==> src/rtl/mdu_defs.sv <==
`default_nettype none
// ============================================================================
// Module      : mdu_defs
// Description : Shared op codes, FSM state encodings and step modes for the
//               multiply/divide unit.
// Revision    : 1.0 - initial release
// ============================================================================
package mdu_defs;

    localparam logic [2:0] c_opMult  = 3'd0;
    localparam logic [2:0] c_opMultu = 3'd1;
    localparam logic [2:0] c_opDiv   = 3'd2;
    localparam logic [2:0] c_opDivu  = 3'd3;
    localparam logic [2:0] c_opMthi  = 3'd4;
    localparam logic [2:0] c_opMtlo  = 3'd5;

    localparam logic [1:0] c_stIdle  = 2'd0;
    localparam logic [1:0] c_stCalc  = 2'd1;
    localparam logic [1:0] c_stFix   = 2'd2;

    localparam logic       c_modeMul = 1'b0;
    localparam logic       c_modeDiv = 1'b1;

endpackage
`default_nettype wire

==> src/rtl/mdu_step.sv <==
`default_nettype none
// ============================================================================
// Module      : mdu_step
// Description : One radix-2 iteration: shift-add multiply or restoring divide.
// Revision    : 1.0 - initial release
// ============================================================================
module mdu_step
    import mdu_defs::*;
#(
    parameter int WIDTH = 32
) (
    input  logic                 i_mode,
    input  logic [2*WIDTH-1:0]   i_acc,
    input  logic [WIDTH-1:0]     i_operand,
    output logic [2*WIDTH-1:0]   o_acc
);

    logic [WIDTH:0]   w_mulSum;
    logic [WIDTH:0]   w_remShift;
    logic [WIDTH-1:0] w_diff;
    logic             w_ge;

    // Divide keeps {remainder, dividend/quotient}; the remainder never exceeds
    // the divisor, so only its low WIDTH bits of the difference matter.
    always_comb begin
        w_mulSum   = {1'b0, i_acc[2*WIDTH-1:WIDTH]}
                   + (i_acc[0] ? {1'b0, i_operand} : {(WIDTH+1){1'b0}});
        w_remShift = {i_acc[2*WIDTH-1:WIDTH], i_acc[WIDTH-1]};
        w_ge       = (w_remShift >= {1'b0, i_operand});
        w_diff     = w_remShift[WIDTH-1:0] - i_operand;
        if (i_mode == c_modeDiv) begin
            o_acc = {(w_ge ? w_diff : w_remShift[WIDTH-1:0]), i_acc[WIDTH-2:0], w_ge};
        end else begin
            o_acc = {w_mulSum, i_acc[WIDTH-1:1]};
        end
    end

endmodule
`default_nettype wire

==> src/rtl/mul_div_unit.sv <==
`default_nettype none
// ============================================================================
// Module      : mul_div_unit
// Description : Iterative MIPS-style multiply/divide unit with HI/LO registers.
// Revision    : 1.0 - initial release
// ============================================================================
module mul_div_unit
    import mdu_defs::*;
#(
    parameter int WIDTH = 32,
    parameter int CNT_W = $clog2(WIDTH)
) (
    input  logic             clk,
    input  logic             rst,
    input  logic             start,
    input  logic [2:0]       op,
    input  logic [WIDTH-1:0] a,
    input  logic [WIDTH-1:0] b,
    input  logic             flush,
    output logic             busy,
    output logic             done,
    output logic             div0,
    output logic [WIDTH-1:0] hi,
    output logic [WIDTH-1:0] lo
);

    logic [1:0]           r_state;
    logic [1:0]           w_nextState;
    logic [CNT_W-1:0]     r_cnt;
    logic [2*WIDTH-1:0]   r_acc;
    logic [2*WIDTH-1:0]   w_stepAcc;
    logic [WIDTH-1:0]     r_operand;
    logic [WIDTH-1:0]     r_hi;
    logic [WIDTH-1:0]     r_lo;
    logic                 r_isDiv;
    logic                 r_negMain;
    logic                 r_negRem;
    logic                 r_zeroDiv;
    logic                 r_done;
    logic                 r_div0;

    logic                 w_accept;
    logic                 w_longOp;
    logic                 w_signedOp;
    logic                 w_signA;
    logic                 w_signB;
    logic [WIDTH-1:0]     w_magA;
    logic [WIDTH-1:0]     w_magB;
    logic [2*WIDTH-1:0]   w_prod;
    logic [WIDTH-1:0]     w_quot;
    logic [WIDTH-1:0]     w_rem;

    always_comb begin
        w_accept   = (r_state == c_stIdle) && start && !flush;
        w_longOp   = (op == c_opMult) || (op == c_opMultu) || (op == c_opDiv) || (op == c_opDivu);
        w_signedOp = (op == c_opMult) || (op == c_opDiv);
        w_signA    = w_signedOp && a[WIDTH-1];
        w_signB    = w_signedOp && b[WIDTH-1];
        w_magA     = w_signA ? -a : a;
        w_magB     = w_signB ? -b : b;
        w_prod     = r_negMain ? -r_acc : r_acc;
        w_quot     = r_negMain ? -r_acc[WIDTH-1:0] : r_acc[WIDTH-1:0];
        w_rem      = r_negRem ? -r_acc[2*WIDTH-1:WIDTH] : r_acc[2*WIDTH-1:WIDTH];
    end

    mdu_step #(
        .WIDTH     (WIDTH)
    ) u_step (
        .i_mode    (r_isDiv ? c_modeDiv : c_modeMul),
        .i_acc     (r_acc),
        .i_operand (r_operand),
        .o_acc     (w_stepAcc)
    );

    always_ff @(posedge clk) begin
        if (rst) begin
            r_state <= c_stIdle;
        end else begin
            r_state <= w_nextState;
        end
    end

    always_comb begin
        w_nextState = r_state;
        case (r_state)
            c_stIdle: if (w_accept && w_longOp) w_nextState = c_stCalc;
            c_stCalc: begin
                if (flush)              w_nextState = c_stIdle;
                else if (r_cnt == '0)   w_nextState = c_stFix;
            end
            c_stFix:  w_nextState = c_stIdle;
            default:  w_nextState = c_stIdle;
        endcase
    end

    always_ff @(posedge clk) begin
        if (rst) begin
            r_cnt     <= '0;
            r_acc     <= '0;
            r_operand <= '0;
            r_hi      <= '0;
            r_lo      <= '0;
            r_isDiv   <= 1'b0;
            r_negMain <= 1'b0;
            r_negRem  <= 1'b0;
            r_zeroDiv <= 1'b0;
            r_done    <= 1'b0;
            r_div0    <= 1'b0;
        end else begin
            r_done <= 1'b0;
            r_div0 <= 1'b0;
            case (r_state)
                c_stIdle: begin
                    if (w_accept && w_longOp) begin
                        r_acc     <= {{WIDTH{1'b0}}, w_magA};
                        r_operand <= w_magB;
                        r_cnt     <= CNT_W'(WIDTH - 1);
                        r_isDiv   <= (op == c_opDiv) || (op == c_opDivu);
                        r_negMain <= w_signA ^ w_signB;
                        r_negRem  <= w_signA;
                        r_zeroDiv <= (b == '0);
                    end else if (w_accept && op == c_opMthi) begin
                        r_hi <= a;
                    end else if (w_accept && op == c_opMtlo) begin
                        r_lo <= a;
                    end
                end
                c_stCalc: begin
                    if (!flush) begin
                        r_acc <= w_stepAcc;
                        if (r_cnt != '0) r_cnt <= r_cnt - 1'b1;
                    end
                end
                c_stFix: begin
                    // A zero divisor completes normally but leaves HI/LO intact.
                    if (!flush) begin
                        r_done <= 1'b1;
                        r_div0 <= r_isDiv && r_zeroDiv;
                        if (!r_isDiv) begin
                            {r_hi, r_lo} <= w_prod;
                        end else if (!r_zeroDiv) begin
                            r_hi <= w_rem;
                            r_lo <= w_quot;
                        end
                    end
                end
                default: ;
            endcase
        end
    end

    assign busy = (r_state != c_stIdle);
    assign done = r_done;
    assign div0 = r_div0;
    assign hi   = r_hi;
    assign lo   = r_lo;

endmodule
`default_nettype wire

==> config.mk <==
export PLATFORM = sky130hd
export DESIGN_NAME = mul_div_unit
export DESIGN_NICKNAME = d
export VERILOG_FILES = /design/src/rtl/mdu_defs.sv /design/src/rtl/mdu_step.sv /design/src/rtl/mul_div_unit.sv
export SDC_FILE = /design/constraint.sdc
export NUM_CORES = 1
export LEC_CHECK = 0
export ABC_AREA = 0
export CORE_MARGIN = 1.5
export CORE_UTILIZATION = 46
export CTS_CLUSTER_DIAMETER = 80
export CTS_CLUSTER_SIZE = 30
export DETAILED_ROUTE_END_ITERATION = 8
export MAX_ROUTING_LAYER = met4
export PLACE_DENSITY = 0.66
export SYNTH_ARGS = -nofsm -noshare
export SYNTH_HDL_FRONTEND = slang
export SYNTH_HIERARCHICAL = 1
export SYNTH_SLANG_ARGS = --single-unit
==> constraint.sdc <==
create_clock -name clk -period 3.25 [get_ports clk]
set_input_delay 0.325 -clock clk [delete_from_list [all_inputs] [get_ports clk]]
set_output_delay 0.325 -clock clk [all_outputs]
set_load 0.02 [all_outputs]
=== After elaboration in Yosys (flattened, before gate mapping) ===
Index checks and enable logic that the tools add are counted.

* Register bits after elaboration: 173
* Input port bits: 71

* Add/subtract/negate cells: 8
* Order comparisons: 1
* Eq/ne operators: 17
* Mux-type cells: 34
* Bitwise operators: 2
* Reduce and logical (&&, ||, !) cells: 30

{| class="wikitable"
|+ Operators by type and width
! operator !! number
|-
| $mux W32 || 17
|-
| $mux W64 || 4
|-
| $neg A32 Y32 || 4
|-
| $pmux W32 S2 || 2
|-
| $pmux W64 S2 || 1
|-
| $neg A64 Y64 || 1
|-
| $add A32 B33 Y33 || 1
|-
| $ge A33 B32 Y1 || 1
|-
| $logic_not A32 Y1 || 1
|-
| $sub A32 B32 Y32 || 1
|-
| $mux W5 || 3
|-
| $ne A2 B2 Y1 const B || 5
|-
| $pmux W5 S2 || 1
|-
| $logic_and A1 B1 Y1 || 8
|-
| $eq A3 B2 Y1 const B || 2
|-
| $eq A3 B3 Y1 const B || 2
|-
| $mux W2 || 3
|-
| $ne A2 B1 Y1 const B || 3
|-
| $ne A3 B3 Y1 const B || 2
|-
| $reduce_and A6 Y1 || 1
|-
| $reduce_bool A2 Y1 || 3
|-
| $logic_not A5 Y1 || 1
|-
| $logic_or A1 B1 Y1 || 5
|-
| $reduce_and A5 Y1 || 1
|-
| other kinds (17) || 19
|}

=== Longest topological paths before layout ===
* Depth in word-level cells: 8
* Mapped depth: 16
* Depth with buffers taken out: 15

=== Hierarchy ===
The synthesis kept the hierarchy.

{| class="wikitable"
|+ Modules (own cells, without submodules)
! module !! instances !! cells each !! area each (um^2) !! sequential area each (um^2)
|-
| mul_div_unit || 1 || 1371 || 10194.8 || 3463.3
|-
| mdu_step || 1 || 701 || 4728.3 || 0.0
|}

=== Worst setup path after synthesis ===
No wires, ideal clock.

* Path type: reg-to-reg
* From: register r_acc[0]
* To: register r_acc[61]
* Library setup time: 0.132 ns
* Arrival time: 2.881 ns
* Data required time: 3.118 ns
* Slack: 0.237 ns
* Cell stages (with the launch flop): 16
* Cell sequence: dfxtp_1 clkbuf_1 and2_1 ha_1 fa_1 a21oi_1 o211ai_1 a31oi_1 nor3_1 o211ai_1 nor3_1 a211oi_1 xor2_1 mux2i_1 nand3_1 a21oi_1

* Cells in the longest elaborated chain, start to end: 5

{| class="wikitable"
|+ Ends and longest elaborated chain
! item !! line !! RTL
|-
| start: declaration || mul_div_unit.sv:30 || <nowiki>logic [2*WIDTH-1:0] r_acc;</nowiki>
|-
| start signal: assignment || mul_div_unit.sv:115 || <nowiki>r_acc <= {{WIDTH{1'b0}}, w_magA};</nowiki>
|-
| start signal: assignment || mul_div_unit.sv:130 || <nowiki>r_acc <= w_stepAcc;</nowiki>
|-
| $mux W32 || mdu_step.sv:27 || <nowiki>+ (i_acc[0] ? {1'b0, i_operand} : {(WIDTH+1){1'b0}});</nowiki>
|-
| $add A32 B33 Y33 || mdu_step.sv:27 ||
|-
| $mux W64 || mdu_step.sv:31 || <nowiki>if (i_mode == c_modeDiv) begin</nowiki>
|-
| via w_stepAcc[61] || mul_div_unit.sv:31 || <nowiki>logic [2*WIDTH-1:0] w_stepAcc;</nowiki>
|-
| $mux W64 || mul_div_unit.sv:129 || <nowiki>if (!flush) begin</nowiki>
|-
| $pmux W64 S2 || mul_div_unit.sv:112 || <nowiki>case (r_state)</nowiki>
|}

The timed path passes the listed nets, and every way through them passes these cells. The select of a mux whose other input is x is not followed.
A chain may end at the register's enable or synchronous reset.

=== Worst setup path in the final report ===
* From: register r_acc[8]
* To: register r_hi[5] (netlist: hi[5])

* Cells in the longest elaborated chain, start to end: 5

{| class="wikitable"
|+ Ends and longest elaborated chain
! item !! line !! RTL
|-
| $neg A64 Y64 || mul_div_unit.sv:61 || <nowiki>w_prod = r_negMain ? -r_acc : r_acc;</nowiki>
|-
| $mux W64 || mul_div_unit.sv:61 ||
|-
| $mux W32 || mul_div_unit.sv:139 || <nowiki>if (!r_isDiv) begin</nowiki>
|-
| $mux W32 || mul_div_unit.sv:136 || <nowiki>if (!flush) begin</nowiki>
|-
| $pmux W32 S2 || mul_div_unit.sv:112 ||
|-
| end signal: assignment || mul_div_unit.sv:140 || <nowiki>{r_hi, r_lo} <= w_prod;</nowiki>
|-
| end signal: assignment || mul_div_unit.sv:142 || <nowiki>r_hi <= w_rem;</nowiki>
|-
| end: declaration || mul_div_unit.sv:33 || <nowiki>logic [WIDTH-1:0] r_hi;</nowiki>
|}

Every way passes these cells. The select of a mux whose other input is x is not followed.

==> key figures <==
Global routing
  – Grt total ovfl: 0
  – Met1 global-route usage: 0.454
  – First-pass GRT wire length: 89,200 µm
  – Total GRT Usage: 0.354
  – Initial antenna violation count: 1
  – Met2 Use GR: 0.546
  – Vias in the first global route: 15,400
  – Largest net degree at the start of global routing: 107
  – Met3 Use GR: 0.0629
  – Top Usage Layer GRT: met2

Synth
  – Post-synth EDFFs: 0
  – Synth Flop Type: dfxtp_1
  – Syn Area/Cell: 7.20 µm²
  – Syn Nets: 2,215
  – FF+latch count, synth: 173
  – Synth Instances: 2,072
  – Largest area contributor in the netlist: dfxtp_1
  – Synth warn: 6
  – Async S/R FF share, synth: 0
  – Most numerous cell in the Yosys netlist: nor2_1
  – Synth top cells by count: nor2_1, a21oi_1, nand2_1
  – Post-synthesis sequential area ratio: 0.232
  – Distinct cells, synth: 82
  – Area share of the largest cell type after synthesis: 0.232
  – Synth top area cells: dfxtp_1, a21oi_1, nor2_1
  – Synth Cell Area: 0.0149 mm²

Critical path
  – Worst r2r dst: hi[5]
  – Worst EP required: 3.61 ns
  – Worst r2r path cells: 7
  – Cell Chain, Critical Path: or4_1, or4_1, or4_4, o31ai_2, xor2_1, a211oi_1, a31o_1
  – Worst reg2reg setup slack: 0.08 ns
  – Critical path's most frequent cell: or4_1
  – Slowest cell on crit path: or4_1
  – Reg-to-reg critical path startpoint: r_acc[8]
  – Critical path capture point type: flip-flop
  – Critical Path AT: 3.53 ns
  – Startpoint types: flip-flop
  – Crit path largest cell delay: 0.70 ns
  – Type of the worst setup path: flip-flop to flip-flop
  – Critical path peak fanout: 7

Final layout
  – Diodes inserted: 0
  – Post-route cell area: 0.0181 mm²
  – Share of layout cells above drive strength 1: 0.124
  – Area Growth Syn to Fin: 21.5%
  – Final core utilization: 0.572
  – Non-filler cells, final: 2,664
  – Nets: 2,392

STA
  – Final Max Tran Viols: 0
  – Max Clock Freq: 0.315 GHz
  – Setup tns final: 0 ns
  – Minimum clock period: 3.17 ns
  – Final Cycle Share: 0.976
  – Slew headroom: 0.222
  – Clock skew: 0.0156 ns
  – Fin. Hold Viols: 0
  – Worst-Margin Slew: 1.17 ns
  – Setup Viol. Count Final: 0

Power and ir drop
  – PwrDens: 359 mW/mm²
  – Total chip power: 0.00651 W
  – Leakage: 7.18 nW
  – Maximum vdd drop: 0.000436 V

Routing
  – Drt wl/cell: 22.1 µm
  – Vias: 16,700
  – Remaining DRCs: 0
  – DR pass1 iterations: 6
  – Routed Antenna Nets: 0
  – Vias per cell: 6.25
  – Routed WL: 58,800 µm
  – Initial DRC Count: 1,718

Hold path
  – HP Start: rst
  – Hold depth: 3
  – Hold Path End: r_acc[58]
  – Worst Hold Class: primary input to flip-flop

Floorplanning
  – Die Width: 183 µm
  – Row count: 65
  – Die height: 183 µm
  – Initial Util: 0.470
  – Area of the core: 0.0317 mm²
  – IO Count: 138
  – Die area: 0.0335 mm²

Clocking
  – CTS Root Cell: clkbuf_16
  – Num CTS Buffers: 17
  – Clk buf depth: 2
  – Clock transition at the registers of the reported paths: 0.08 ns
  – Hold buffers post-CTS: 0
  – H-Tree Depth: 4
  – Worst skew pair latency: 0.46 ns
  – CTS tree: built
  – TritonCTS Sinks: 173

Placement
  – Detail Placement HPWL: 45,700 µm
  – IO buf count: 137
  – Placed inst area: 0.0174 mm²
  – GP Congestion: 1.01
  – Cell count after placement: 2,628

Status
  – Outcome: completed

Job
  – Max-cap viol count: 0
logic make-up after synthesis:
| group | share of synthesized area |
|---|---|
| flops | 0.232 |
| simple gates | 0.244 |
| compound gates | 0.276 |
| xor+xnor | 0.0992 |
| buf+inv | 0.0582 |
| mux | 0.0290 |
| fa+ha+maj | 0.0614 |
cell usage in the layout (no fill, tap or decap), types with 9 or more instances in the layout:
cell type,Yosys,layout
nand3_1,76,75
o41ai_1,20,20
buf_4,3,154
nand4_1,21,21
o22ai_1,10,10
o21ai_0,89,87
o21a_1,14,14
mux2_2,30,30
xor2_1,100,100
nor2b_1,11,9
nor2_1,251,250
nand2b_1,13,12
dfxtp_1,173,170
o21bai_1,11,11
clkbuf_16,0,17
inv_1,59,58
a31oi_1,45,43
nor4_1,35,35
a211oi_1,88,86
clkdlybuf4s50_1,0,136
o21ai_1,19,20
nand2_1,186,186
or3_1,25,25
and2_1,37,37
or2_2,11,11
ha_1,70,66
or4_1,16,16
o211ai_1,21,21
xnor2_1,69,68
nor3_1,55,52
a21o_1,33,32
o31ai_1,29,27
a21oi_1,223,219
and3_1,15,15
per-stage QoR:
stage                     hold WS (ns)  worst slack, ns
after floorplan                  0.402            0.237
after global placement           0.440            0.102
after detailed placement         0.442           0.0879
after CTS                        0.429           0.0455
after global routing             0.456          -0.0211
final                            0.422           0.0788
flip-flops by register name, summed over array words and instances (netlist names), 2 cells and up:
name / cells
lo: 32
r_acc: 64
r_operand: 32
hi: 32
r_state: 2
r_cnt: 5
worst max-delay path, delay by kind of cell, from the launching register on:
family / cells / cell delay, ns
and+or+nand+nor: 3 / 1.80
AOI/OAI and AO/OA: 3 / 0.59
xor gates and xnor gates: 1 / 0.29
DFF: 1 / 0.38
layout make-up:
type                    count  area (µm²)
clock buffers              21         460
well taps                 402         503
repair buffers            296        2630
inverters                  60         225
clock inverters            11         106
fillers                  3056       13600
multi-input cells        1701       10700
flip-flops and latches    173        3470
report_power, final:
part | total (W) | leakage, nW | internal [W] | switching (W)
sequential | 0.00231 | 1.40 | 0.00221 | 0.0000962
combinational | 0.00214 | 5.50 | 0.000828 | 0.00131
clock | 0.00206 | 0.276 | 0.00111 | 0.000958
total | 0.00651 | 7.18 | 0.00414 | 0.00237
layer usage:
metal | vias up | share of wire
met5 | - | 0
met4 | 0 | 0.041
met3 | 127 | 0.081
met2 | 819 | 0.45
met1 | 7840 | 0.43
li1 | 7876 | -
what timing repair did:
| item | 4_1_cts | 5_1_grt |
|---|---|---|
| resized for setup | 0 | 29 |
| setup endpoints to repair | 0 | 30 |
| setup buffers | 0 | 4 |
worst max path at each step:
stage	depth (start not counted)	slack (ns)	startpoint	endpoint
floorplan	15	0.24	r_acc[0]	r_acc[61]
global placement	15	0.10	r_operand[13]	r_acc[50]
detailed placement	14	0.09	r_operand[10]	r_acc[60]
CTS	14	0.05	r_operand[10]	r_acc[60]
global route	15	-0.02	r_acc[0]	r_acc[59]
finish	7	0.08	r_acc[8]	hi[5]
No activity file was read; power rests on OpenSTA's default activity.
